File: src/rtl/fft_bitrev_input_buffer.sv
// Single-buffered frame store feeding a radix-2 DIT butterfly: fills N samples in
// natural order, then drains them as N/2 (x1, x2) pairs in bit-reversed order.
module fft_bitrev_input_buffer #(
  parameter int DATA_WIDTH = 64,
  parameter int N          = 8,
  parameter int LOG2N      = 3
) (
  input  logic                  clk,
  input  logic                  rst,
  input  logic                  in_valid,
  output logic                  in_ready,
  input  logic [DATA_WIDTH-1:0] in_r,
  input  logic [DATA_WIDTH-1:0] in_i,
  output logic                  out_valid,
  input  logic                  out_ready,
  output logic                  out_last,
  output logic [DATA_WIDTH-1:0] x1_r,
  output logic [DATA_WIDTH-1:0] x1_i,
  output logic [DATA_WIDTH-1:0] x2_r,
  output logic [DATA_WIDTH-1:0] x2_i
);

  localparam int PW = (LOG2N > 1) ? LOG2N - 1 : 1;
  localparam int EW = 2 * DATA_WIDTH;

  typedef enum logic {
    FILL  = 1'b0,
    DRAIN = 1'b1
  } state_t;

  state_t           state_q, state_d;
  logic [LOG2N-1:0] wr_cnt_q, wr_cnt_d;
  logic [PW-1:0]    p_q, p_d;
  logic [EW-1:0]    mem_q [N];

  logic             in_fire_s;
  logic             out_fire_s;
  logic             p_last_s;
  logic [LOG2N-1:0] even_idx_s;
  logic [LOG2N-1:0] odd_idx_s;
  logic [LOG2N-1:0] rd_idx1_s;
  logic [LOG2N-1:0] rd_idx2_s;
  logic [EW-1:0]    rd_word1_s;
  logic [EW-1:0]    rd_word2_s;

  function automatic logic [LOG2N-1:0] bitrev(input logic [LOG2N-1:0] v);
    logic [LOG2N-1:0] r;
    r = '0;
    for (int k = 0; k < LOG2N; k++) begin
      r[k] = v[LOG2N-1-k];
    end
    return r;
  endfunction

  // Handshake decode; reset forces both sides of the stream idle immediately.
  always_comb begin
    in_ready   = 1'b0;
    out_valid  = 1'b0;
    if (rst) begin
      in_ready  = 1'b0;
      out_valid = 1'b0;
    end else begin
      in_ready  = (state_q == FILL);
      out_valid = (state_q == DRAIN);
    end
    in_fire_s  = in_valid && in_ready;
    out_fire_s = out_valid && out_ready;
  end

  // Pair addressing: 2p and 2p+1 truncated to LOG2N bits (N=2 has a single pair).
  always_comb begin
    even_idx_s = LOG2N'({p_q, 1'b0});
    odd_idx_s  = LOG2N'({p_q, 1'b1});
    rd_idx1_s  = bitrev(even_idx_s);
    rd_idx2_s  = bitrev(odd_idx_s);
    rd_word1_s = mem_q[rd_idx1_s];
    rd_word2_s = mem_q[rd_idx2_s];
    p_last_s   = (p_q == PW'(N/2 - 1));
  end

  // Output data path, zeroed whenever no pair is being offered.
  always_comb begin
    x1_r     = {DATA_WIDTH{1'b0}};
    x1_i     = {DATA_WIDTH{1'b0}};
    x2_r     = {DATA_WIDTH{1'b0}};
    x2_i     = {DATA_WIDTH{1'b0}};
    out_last = 1'b0;
    if (out_valid) begin
      x1_r     = rd_word1_s[EW-1:DATA_WIDTH];
      x1_i     = rd_word1_s[DATA_WIDTH-1:0];
      x2_r     = rd_word2_s[EW-1:DATA_WIDTH];
      x2_i     = rd_word2_s[DATA_WIDTH-1:0];
      out_last = p_last_s;
    end else begin
      out_last = 1'b0;
    end
  end

  // Next-state: counters only wrap on the transition that leaves their state.
  always_comb begin
    state_d  = state_q;
    wr_cnt_d = wr_cnt_q;
    p_d      = p_q;
    case (state_q)
      FILL: begin
        if (in_fire_s) begin
          if (wr_cnt_q == LOG2N'(N - 1)) begin
            wr_cnt_d = {LOG2N{1'b0}};
            state_d  = DRAIN;
          end else begin
            wr_cnt_d = wr_cnt_q + LOG2N'(1);
          end
        end else begin
          wr_cnt_d = wr_cnt_q;
        end
      end
      DRAIN: begin
        if (out_fire_s) begin
          if (p_last_s) begin
            p_d     = {PW{1'b0}};
            state_d = FILL;
          end else begin
            p_d = p_q + PW'(1);
          end
        end else begin
          p_d = p_q;
        end
      end
      default: begin
        state_d  = FILL;
        wr_cnt_d = {LOG2N{1'b0}};
        p_d      = {PW{1'b0}};
      end
    endcase
  end

  // Control state and counters.
  always_ff @(posedge clk) begin
    if (rst) begin
      state_q  <= FILL;
      wr_cnt_q <= {LOG2N{1'b0}};
      p_q      <= {PW{1'b0}};
    end else begin
      state_q  <= state_d;
      wr_cnt_q <= wr_cnt_d;
      p_q      <= p_d;
    end
  end

  // Frame storage; contents survive reset and are simply overwritten by the next frame.
  always_ff @(posedge clk) begin
    if (in_fire_s) begin
      mem_q[wr_cnt_q] <= {in_r, in_i};
    end
  end

endmodule

File: config.mk
export PLATFORM = sky130hd
export DESIGN_NAME = fft_bitrev_input_buffer
export DESIGN_NICKNAME = d
export VERILOG_FILES = /design/src/rtl/fft_bitrev_input_buffer.sv
export SDC_FILE = /design/constraint.sdc
export NUM_CORES = 1
export LEC_CHECK = 0
export CAP_MARGIN = 10
export CORE_ASPECT_RATIO = 1.5
export CORE_UTILIZATION = 50
export CTS_CLUSTER_DIAMETER = 40
export DETAILED_ROUTE_END_ITERATION = 8
export PLACE_DENSITY = 0.74
export SETUP_SLACK_MARGIN = 0.5
export SLEW_MARGIN = 0
export SYNTH_ARGS = -nofsm -noshare
export SYNTH_HDL_FRONTEND = slang
export SYNTH_SLANG_ARGS = --single-unit
export TNS_END_PERCENT = 5
File: constraint.sdc
create_clock -name clk -period 11 [get_ports clk]
set_input_delay 1.65 -clock clk [delete_from_list [all_inputs] [get_ports clk]]
set_output_delay 1.65 -clock clk [all_outputs]
set_load 0.01 [all_outputs]
==> flow_summary.rst, run 1 <==
.. list-table::
   :header-rows: 1

   * - Metric
     - Value
   * - Status
     - complete, no violations
   * - Fraction of final layout cells sized beyond drive strength 1
     - 8.41%
   * - Peak supply drop
     - 0.142 mV
   * - Dpl ws
     - 4150 ps
   * - Seq cells post-synth
     - 1032
   * - Post-route cell area
     - 0.0469 mm^2
   * - Maximum clock path buffer count
     - 3
   * - Post-route DRC
     - 0
   * - Clock Pin Slew Worst Setup and Hold Paths
     - 60 ps
   * - Setup ws final
     - 4120 ps
   * - Kind of launch point of the worst setup path
     - primary input
   * - P per Cell Area
     - 172 mW/mm^2
   * - Leakage power summed over all cells
     - 13.9 nW
   * - Clk Tree Root Cell
     - sky130_fd_sc_hd__clkbuf_16
   * - Synthesized instance count
     - 1954
   * - Max Slew Vio Count
     - 0
   * - Worst flop-to-flop path startpoint
     - state_q$_SDFF_PP0_
   * - Final total power
     - 8.04 mW
   * - Setup skew after layout
     - 36.7 ps
   * - Cell Rows
     - 124
   * - Hold Path Origin
     - p_q[1]$_SDFFE_PP0P_
   * - Number of cells on the worst hold path
     - 2
   * - Drt first-iter violations
     - 1392
   * - DR WL/cell
     - 24.5 um
   * - Met2 track demand over resource
     - 35.8%
   * - DRT Pass-1 Iters
     - 5
   * - Avg Cell Area, Syn
     - 19.7 um^2
   * - CTS tree
     - done
   * - Net total in the final layout
     - 2498
   * - Placed Area
     - 0.0434 mm^2
   * - Die Ht
     - 342 um
   * - Delay of the slowest cell on the worst path
     - 960 ps
   * - Die Footprint
     - 0.0781 mm^2
   * - Syn. warnings
     - 0
   * - Total nets after synthesis
     - 2089
   * - Unrepaired setup endpoints after global routing
     - no
   * - Worst hold-check slack
     - 509 ps
   * - Core area
     - 0.0762 mm^2
   * - Biggest fanout along the worst timing path
     - 105
   * - X dimension of the die
     - 229 um
   * - Top cell by count, worst path
     - sky130_fd_sc_hd__clkdlybuf4s50_1
   * - Path depth of the worst reg2reg path
     - 5
   * - Count of H-tree levels built during CTS
     - 3
   * - Sink Count
     - 1032
   * - Sequential fraction of the synthesis area
     - 80.3%
   * - Data arrival time at the worst-slack endpoint
     - 5230 ps
   * - Setup violation total in the final timing report
     - 0
   * - Boundary pin count
     - 391
   * - Capturing element type of the critical path
     - primary output
   * - Avg Vias per Cell
     - 5.68
   * - Startpoint-to-endpoint class of the critical path
     - primary input to primary output
   * - Fraction of met1 tracks used by global routing
     - 27.3%
   * - Final hold violation count
     - 0
   * - Number of global-route vias before repair
     - 20059
   * - Final clock period utilization by the worst path
     - 62.6%
   * - Global-route usage over all layers
     - 21.3%
   * - GRT met3 Usage
     - 4.63%
   * - Cells along the critical path
     - clkdlybuf4s50_1 > nor2b_4 > nand2_8 > buf_4 > o22ai_1 > clkdlybuf4s50_1
   * - Worst slew pin tran
     - 1170 ps
   * - F_max
     - 0.145 GHz
   * - First-pass GRT wire length
     - 124000 um
   * - Post-CTS resize count
     - 0
   * - Count of antenna-violating nets left after detailed routing
     - 0
   * - Final HPWL from detailed placement
     - 46800 um
   * - Busiest layer in global routing
     - met2
   * - Total via count in the routed design
     - 19674
   * - First element of the critical path
     - rst
   * - Area delta synth->final
     - 21.8%
   * - Routability cong.
     - 0.760
   * - Initial antenna violation count
     - 7
   * - Post-CTS Hold Fix Bufs
     - 0
   * - CTS buffer count
     - 100
   * - Post-synthesis cell area
     - 0.0385 mm^2
   * - Type of the worst min-delay path
     - flip-flop to flip-flop
   * - Max-capacitance violation count
     - 0
   * - Slew Limit Headroom
     - 22.1%
   * - Unique cell type count in the Yosys netlist
     - 21
   * - Crit path max-delay cell type
     - sky130_fd_sc_hd__buf_4
   * - Total of buffers placed on input and output ports
     - 390
   * - Effective utilization at floorplan
     - 50.5%
   * - Pin count of the biggest net entering global routing
     - 157
   * - Total global routing overflow
     - 0
   * - WP data required
     - 9350 ps
   * - Post-CTS setup buffers
     - 0
   * - Minimum period implied by the final worst setup slack
     - 6880 ps
   * - Clock Latency Late Sink
     - 670 ps
   * - Post-Route WL
     - 84700 um
   * - Worst reg2reg setup slack
     - 7240 ps
   * - Endpoint of the most critical register-to-register path
     - mem_q[3][123]$_DFFE_PP_
==> routing by layer <==
layer | part of all wire, % | vias to the layer above
met1 | 41 | 10111
met3 | 6.4 | 123
met2 | 50 | 633
li1 | - | 8803
met4 | 2.6 | 4
met5 | 0.028 | -
==> area by class of cell <==
cell class,instances,area [um^2]
fillers,5361,29300
multi-input cells,808,7050
well taps,1008,1260
clock buffers,109,2540
clock inverters,80,915
repair buffers,421,4170
flip-flops and latches,1032,30900
diodes,6,15.0
==> where the power goes <==
part	total [mW]	switching [mW]	internal [mW]
sequential	4.39	0.0118	4.38
clock	3.50	1.49	2.01
combinational	0.153	0.0964	0.0562
==> stage by stage <==
step / setup TNS, ps / std cells / util, %
2_1_floorplan: -85110 / 1954 / -
3_3_place_gp: 0 / 3269 / 57.0
3_5_place_dp: 0 / 3269 / 57.0
4_1_cts: 0 / 3458 / 61.5
5_1_grt: 0 / 3463 / 61.5
6_report: 0 / 3464 / 61.5
==> placed cells by master, fill, tap and decap left out, types with 2 or more instances in the layout <==
cell type                         count
sky130_fd_sc_hd__diode_2              6
sky130_fd_sc_hd__dfxtp_1              7
sky130_fd_sc_hd__mux2i_1            516
sky130_fd_sc_hd__nand2_1              3
sky130_fd_sc_hd__nor2_1               8
sky130_fd_sc_hd__bufinv_16           13
sky130_fd_sc_hd__inv_8                2
sky130_fd_sc_hd__clkinv_8             9
sky130_fd_sc_hd__inv_6               12
sky130_fd_sc_hd__nand3_1              2
sky130_fd_sc_hd__o22ai_1            256
sky130_fd_sc_hd__clkinv_4             3
sky130_fd_sc_hd__clkbuf_16          100
sky130_fd_sc_hd__buf_4               28
sky130_fd_sc_hd__inv_16               2
sky130_fd_sc_hd__clkinv_1            17
sky130_fd_sc_hd__clkinvlp_4           4
sky130_fd_sc_hd__edfxtp_1          1024
sky130_fd_sc_hd__nand2b_1             2
sky130_fd_sc_hd__clkbuf_1             9
sky130_fd_sc_hd__nor2_4               6
sky130_fd_sc_hd__clkdlybuf4s50_1    390
sky130_fd_sc_hd__ha_1                 3
sky130_fd_sc_hd__clkinv_2            18
sky130_fd_sc_hd__a21oi_1              3
sky130_fd_sc_hd__buf_12               3
==> kinds of logic after synthesis <==
family          share of synthesized area, %
compound gates                          4.22
fa+ha+maj                             0.0976
buf+inv                                 1.56
flops                                   80.3
mux                                     13.4
simple gates                           0.371
==> registers in the layout, indices dropped and copies added (netlist names), named ones only <==
| register | cells |
|---|---|
| wr_cnt_q | 3 |
| mem_q | 1024 |
| state_q | 1 |
| p_q | 2 |
==> synth_stat cells, drive strengths merged <==
| cell type | number | area share [%] |
|---|---|---|
| nand3b | 1 | 0.020 |
| nand2 | 4 | 0.046 |
| nand2b | 3 | 0.049 |
| nand3 | 2 | 0.026 |
| mux2i | 516 | 13 |
| a311oi | 1 | 0.023 |
| nor2 | 14 | 0.14 |
| nor2b | 2 | 0.052 |
| dfxtp | 8 | 0.42 |
| buf | 112 | 1.5 |
| clkbuf | 2 | 0.020 |
| edfxtp | 1024 | 80 |
| o22ai | 256 | 4.2 |
| and2 | 1 | 0.016 |
| ha | 3 | 0.098 |
| nor3 | 2 | 0.026 |
| a21oi | 3 | 0.039 |
==> worst max-delay path by stage <==
stage,depth (start not counted),to,slack (ps)
finish,6,x1_r[48],4120
global route,6,x1_r[48],4050
CTS,6,x1_r[48],4160
detailed placement,6,x1_r[48],4150
global placement,6,x1_r[48],4210
floorplan,4,mem_q[0][0]$_DFFE_PP_,-660
==> critical path, delay by kind of cell <==
family,cells,cell delay [ps]
simple gates,2,710
buf+inv,3,2260
compound gates,1,410
No activity file was read; power rests on OpenSTA's default activity.
==> run 2, diff against run 1 <==
--- a/config.mk
+++ b/config.mk
@@ -10,7 +10,7 @@
 export CORE_UTILIZATION = 50
 export CTS_CLUSTER_DIAMETER = 40
 export DETAILED_ROUTE_END_ITERATION = 8
-export PLACE_DENSITY = 0.74
+export PLACE_DENSITY = 0.72
 export SETUP_SLACK_MARGIN = 0.5
 export SLEW_MARGIN = 0
 export SYNTH_ARGS = -nofsm -noshare
==> constraint.sdc (replaced) <==
create_clock -name clk -period 6.6 [get_ports clk]
set_input_delay 0.99 -clock clk [delete_from_list [all_inputs] [get_ports clk]]
set_output_delay 0.99 -clock clk [all_outputs]
set_load 0.01 [all_outputs]
==> run 2 against run 1 <==
  * Total power is 67% higher
  * Sequential power increased by 67%
  * Register-to-register slack lost 3600 ps
  * Count of clock-buffer cells in the layout increased by 8
  * Critical path depth unchanged
  * Routed wire length rose by 0.27%
  * First-iteration DRC count fell by 3.5%
  * Clock skew down 16 ps
  * Final cell count increased by 0.17%
  * Non-clock buffer count up 6
  * Die area unchanged
  * Critical path type unchanged
==> flow_summary.rst, run 2 (same netlist as run 1, synthesis figures left out) <==
.. list-table::
   :header-rows: 1

   * - Metric
     - Value
   * - Clock Latency Late Sink
     - 650 ps (was 670 ps)
   * - Setup violation total in the final timing report
     - 0 (unchanged)
   * - Post-CTS resize count
     - 0 (unchanged)
   * - Number of flip-flops in the largest register
     - 1024 (unchanged)
   * - Largest registers in the final layout
     - mem_q: 1024 flops, wr_cnt_q: 3 flops, p_q: 2 flops (unchanged)
   * - Startpoint-to-endpoint class of the critical path
     - primary input to primary output (unchanged)
   * - Biggest fanout along the worst timing path
     - 92 (was 105)
   * - Max Slew Vio Count
     - 0 (unchanged)
   * - Number of global-route vias before repair
     - 20306 (was 20059)
   * - Count of antenna-violating nets left after detailed routing
     - 0 (unchanged)
   * - Final hold violation count
     - 0 (unchanged)
   * - Pin count of the biggest net entering global routing
     - 97 (was 157)
   * - Setup skew after layout
     - 20.4 ps (was 36.7 ps)
   * - Slew Limit Headroom
     - 24.2% (was 22.1%)
   * - Area used by sequential logic in the layout
     - 0.0309 mm^2 (unchanged)
   * - Peak supply drop
     - 0.352 mV (was 0.142 mV)
   * - Sink Count
     - 1032 (unchanged)
   * - Post-CTS setup buffers
     - 0 (unchanged)
   * - Total via count in the routed design
     - 19598 (was 19674)
   * - Clk Tree Root Cell
     - sky130_fd_sc_hd__clkbuf_16 (unchanged)
   * - Status
     - complete, no violations (unchanged)
   * - Minimum period implied by the final worst setup slack
     - 4980 ps
   * - Leakage power summed over all cells
     - 13.9 nW (about the same)
   * - Unrepaired setup endpoints after global routing
     - no (unchanged)
   * - Final clock period utilization by the worst path
     - 75.5%
   * - Worst slew pin tran
     - 1140 ps (was 1170 ps)
   * - Total global routing overflow
     - 0 (unchanged)
   * - Clock Pin Slew Worst Setup and Hold Paths
     - 60 ps (about the same)
   * - CTS buffer count
     - 101 (was 100)
   * - Drt first-iter violations
     - 1343 (was 1392)
   * - Avg Vias per Cell
     - 5.65 (was 5.68)
   * - DR WL/cell
     - 24.5 um (about the same)
   * - Cell Rows
     - 124 (unchanged)
   * - First-pass GRT wire length
     - 125000 um (was 124000 um)
   * - WP data required
     - 5610 ps (was 9350 ps)
   * - Total area of multi-input combinational cells
     - 0.00706 mm^2 (was 0.00705 mm^2)
   * - Die Footprint
     - 0.0781 mm^2 (unchanged)
   * - P per Cell Area
     - 286 mW/mm^2 (was 172 mW/mm^2)
   * - Total of buffers placed on input and output ports
     - 390 (unchanged)
   * - Initial antenna violation count
     - 13 (was 7)
   * - F_max
     - 0.201 GHz
   * - Data arrival time at the worst-slack endpoint
     - 3990 ps (was 5230 ps)
   * - Boundary pin count
     - 391 (unchanged)
   * - Max-capacitance violation count
     - 0 (unchanged)
   * - Fillcell total
     - 5338 (was 5361)
   * - Post-Place Cells
     - 3275 (was 3269)
   * - Core area
     - 0.0762 mm^2 (unchanged)
   * - Commonest cells after routing, fill and taps aside
     - sky130_fd_sc_hd__edfxtp_1, sky130_fd_sc_hd__mux2i_1, sky130_fd_sc_hd__clkdlybuf4s50_1 (unchanged)
   * - Count of H-tree levels built during CTS
     - 3 (unchanged)
   * - Post-CTS Hold Fix Bufs
     - 0 (unchanged)
   * - Most frequent standard cell in the layout excluding fill and tap cells
     - sky130_fd_sc_hd__edfxtp_1 (unchanged)
   * - Worst hold-check slack
     - 517 ps (was 509 ps)
   * - Register ranked first by flip-flop count
     - mem_q (unchanged)
   * - Fraction of final layout cells sized beyond drive strength 1
     - 8.51% (was 8.41%)
   * - Effective utilization at floorplan
     - 50.5% (unchanged)
   * - Routability cong.
     - 0.831 (was 0.760)
   * - Post-Route WL
     - 85000 um (was 84700 um)
   * - Final HPWL from detailed placement
     - 47800 um (was 46800 um)
   * - Area delta synth->final
     - 22.2% (was 21.8%)
   * - DRT Pass-1 Iters
     - 5 (unchanged)
   * - Die Ht
     - 342 um (unchanged)
   * - Kind of launch point of the worst setup path
     - primary input (unchanged)
   * - CTS tree
     - done (unchanged)
   * - Capturing element type of the critical path
     - primary output (unchanged)
   * - Net total in the final layout
     - 2505 (was 2498)
   * - Global-route usage over all layers
     - 21.5% (was 21.3%)
   * - X dimension of the die
     - 229 um (unchanged)
   * - Count of non-filler cells in the finished layout
     - 3470 (was 3464)
   * - Type of the worst min-delay path
     - flip-flop to flip-flop (unchanged)
   * - Maximum clock path buffer count
     - 3 (unchanged)
   * - Post-route DRC
     - 0 (unchanged)
-- run 2: layout make-up --
type | instances | area share [%]
clock inverter | 72 | 1.73
antenna | 6 | 0.0319
timing repair buffer | 427 | 9.18
tap | 1008 | 2.68
multi-input combinational | 808 | 15.0
clock buffer | 117 | 5.64
sequential | 1032 | 65.7
-- run 2: worst max-delay path, cell delays in order --
cell                              delay, ps
sky130_fd_sc_hd__clkdlybuf4s50_1        610
sky130_fd_sc_hd__nor2b_4                340
sky130_fd_sc_hd__nand2b_4               440
sky130_fd_sc_hd__buf_12                 390
sky130_fd_sc_hd__o22ai_1                460
sky130_fd_sc_hd__clkdlybuf4s50_1        640
-- run 2: path summary, 6_finish.rpt --
path | cells after the start | endpoint | start | slack, ps
max | 6 | x2_r[42] | rst | 1620
min | 2 | flip-flop | p_q[1]$_SDFFE_PP0P_ | 520
max reg2reg | 4 | mem_q[6][73]$_DFFE_PP_ | state_q$_SDFF_PP0_ | 3690
min reg2reg | 2 | flip-flop | p_q[1]$_SDFFE_PP0P_ | 520
-- run 2: metal layers --
metal | track usage [%] | vias up | share of wire (%)
met5 | 0 | - | 0.11
met4 | 9.13 | 14 | 3.2
met3 | 5.26 | 157 | 6.4
met2 | 36.2 | 624 | 51
met1 | 26.6 | 9993 | 40
li1 | - | 8810 | -
-- run 2: where the power goes --
group          internal, mW  switching (mW)  total (mW)  leakage (nW)
logic                0.0948           0.160       0.255          2.93
registers              7.29          0.0201        7.31          9.32
clock network          3.46            2.42        5.88          1.68
total                  10.9            2.60        13.5          13.9
-- run 2: stage by stage --
step | area, um^2 | setup slack [ps] | setup TNS, ps | util, % | power, mW
2_1_floorplan | 38500 | -973 | -871010 | - | 7.53
3_3_place_gp | 43600 | 1740 | 0 | 57.2 | 7.69
3_5_place_dp | 43600 | 1680 | 0 | 57.2 | 7.71
4_1_cts | 47000 | 1650 | 0 | 61.7 | 13.6
5_1_grt | 47000 | 1510 | 0 | 61.7 | 13.8
6_report | 47000 | 1620 | 0 | 61.7 | 13.5
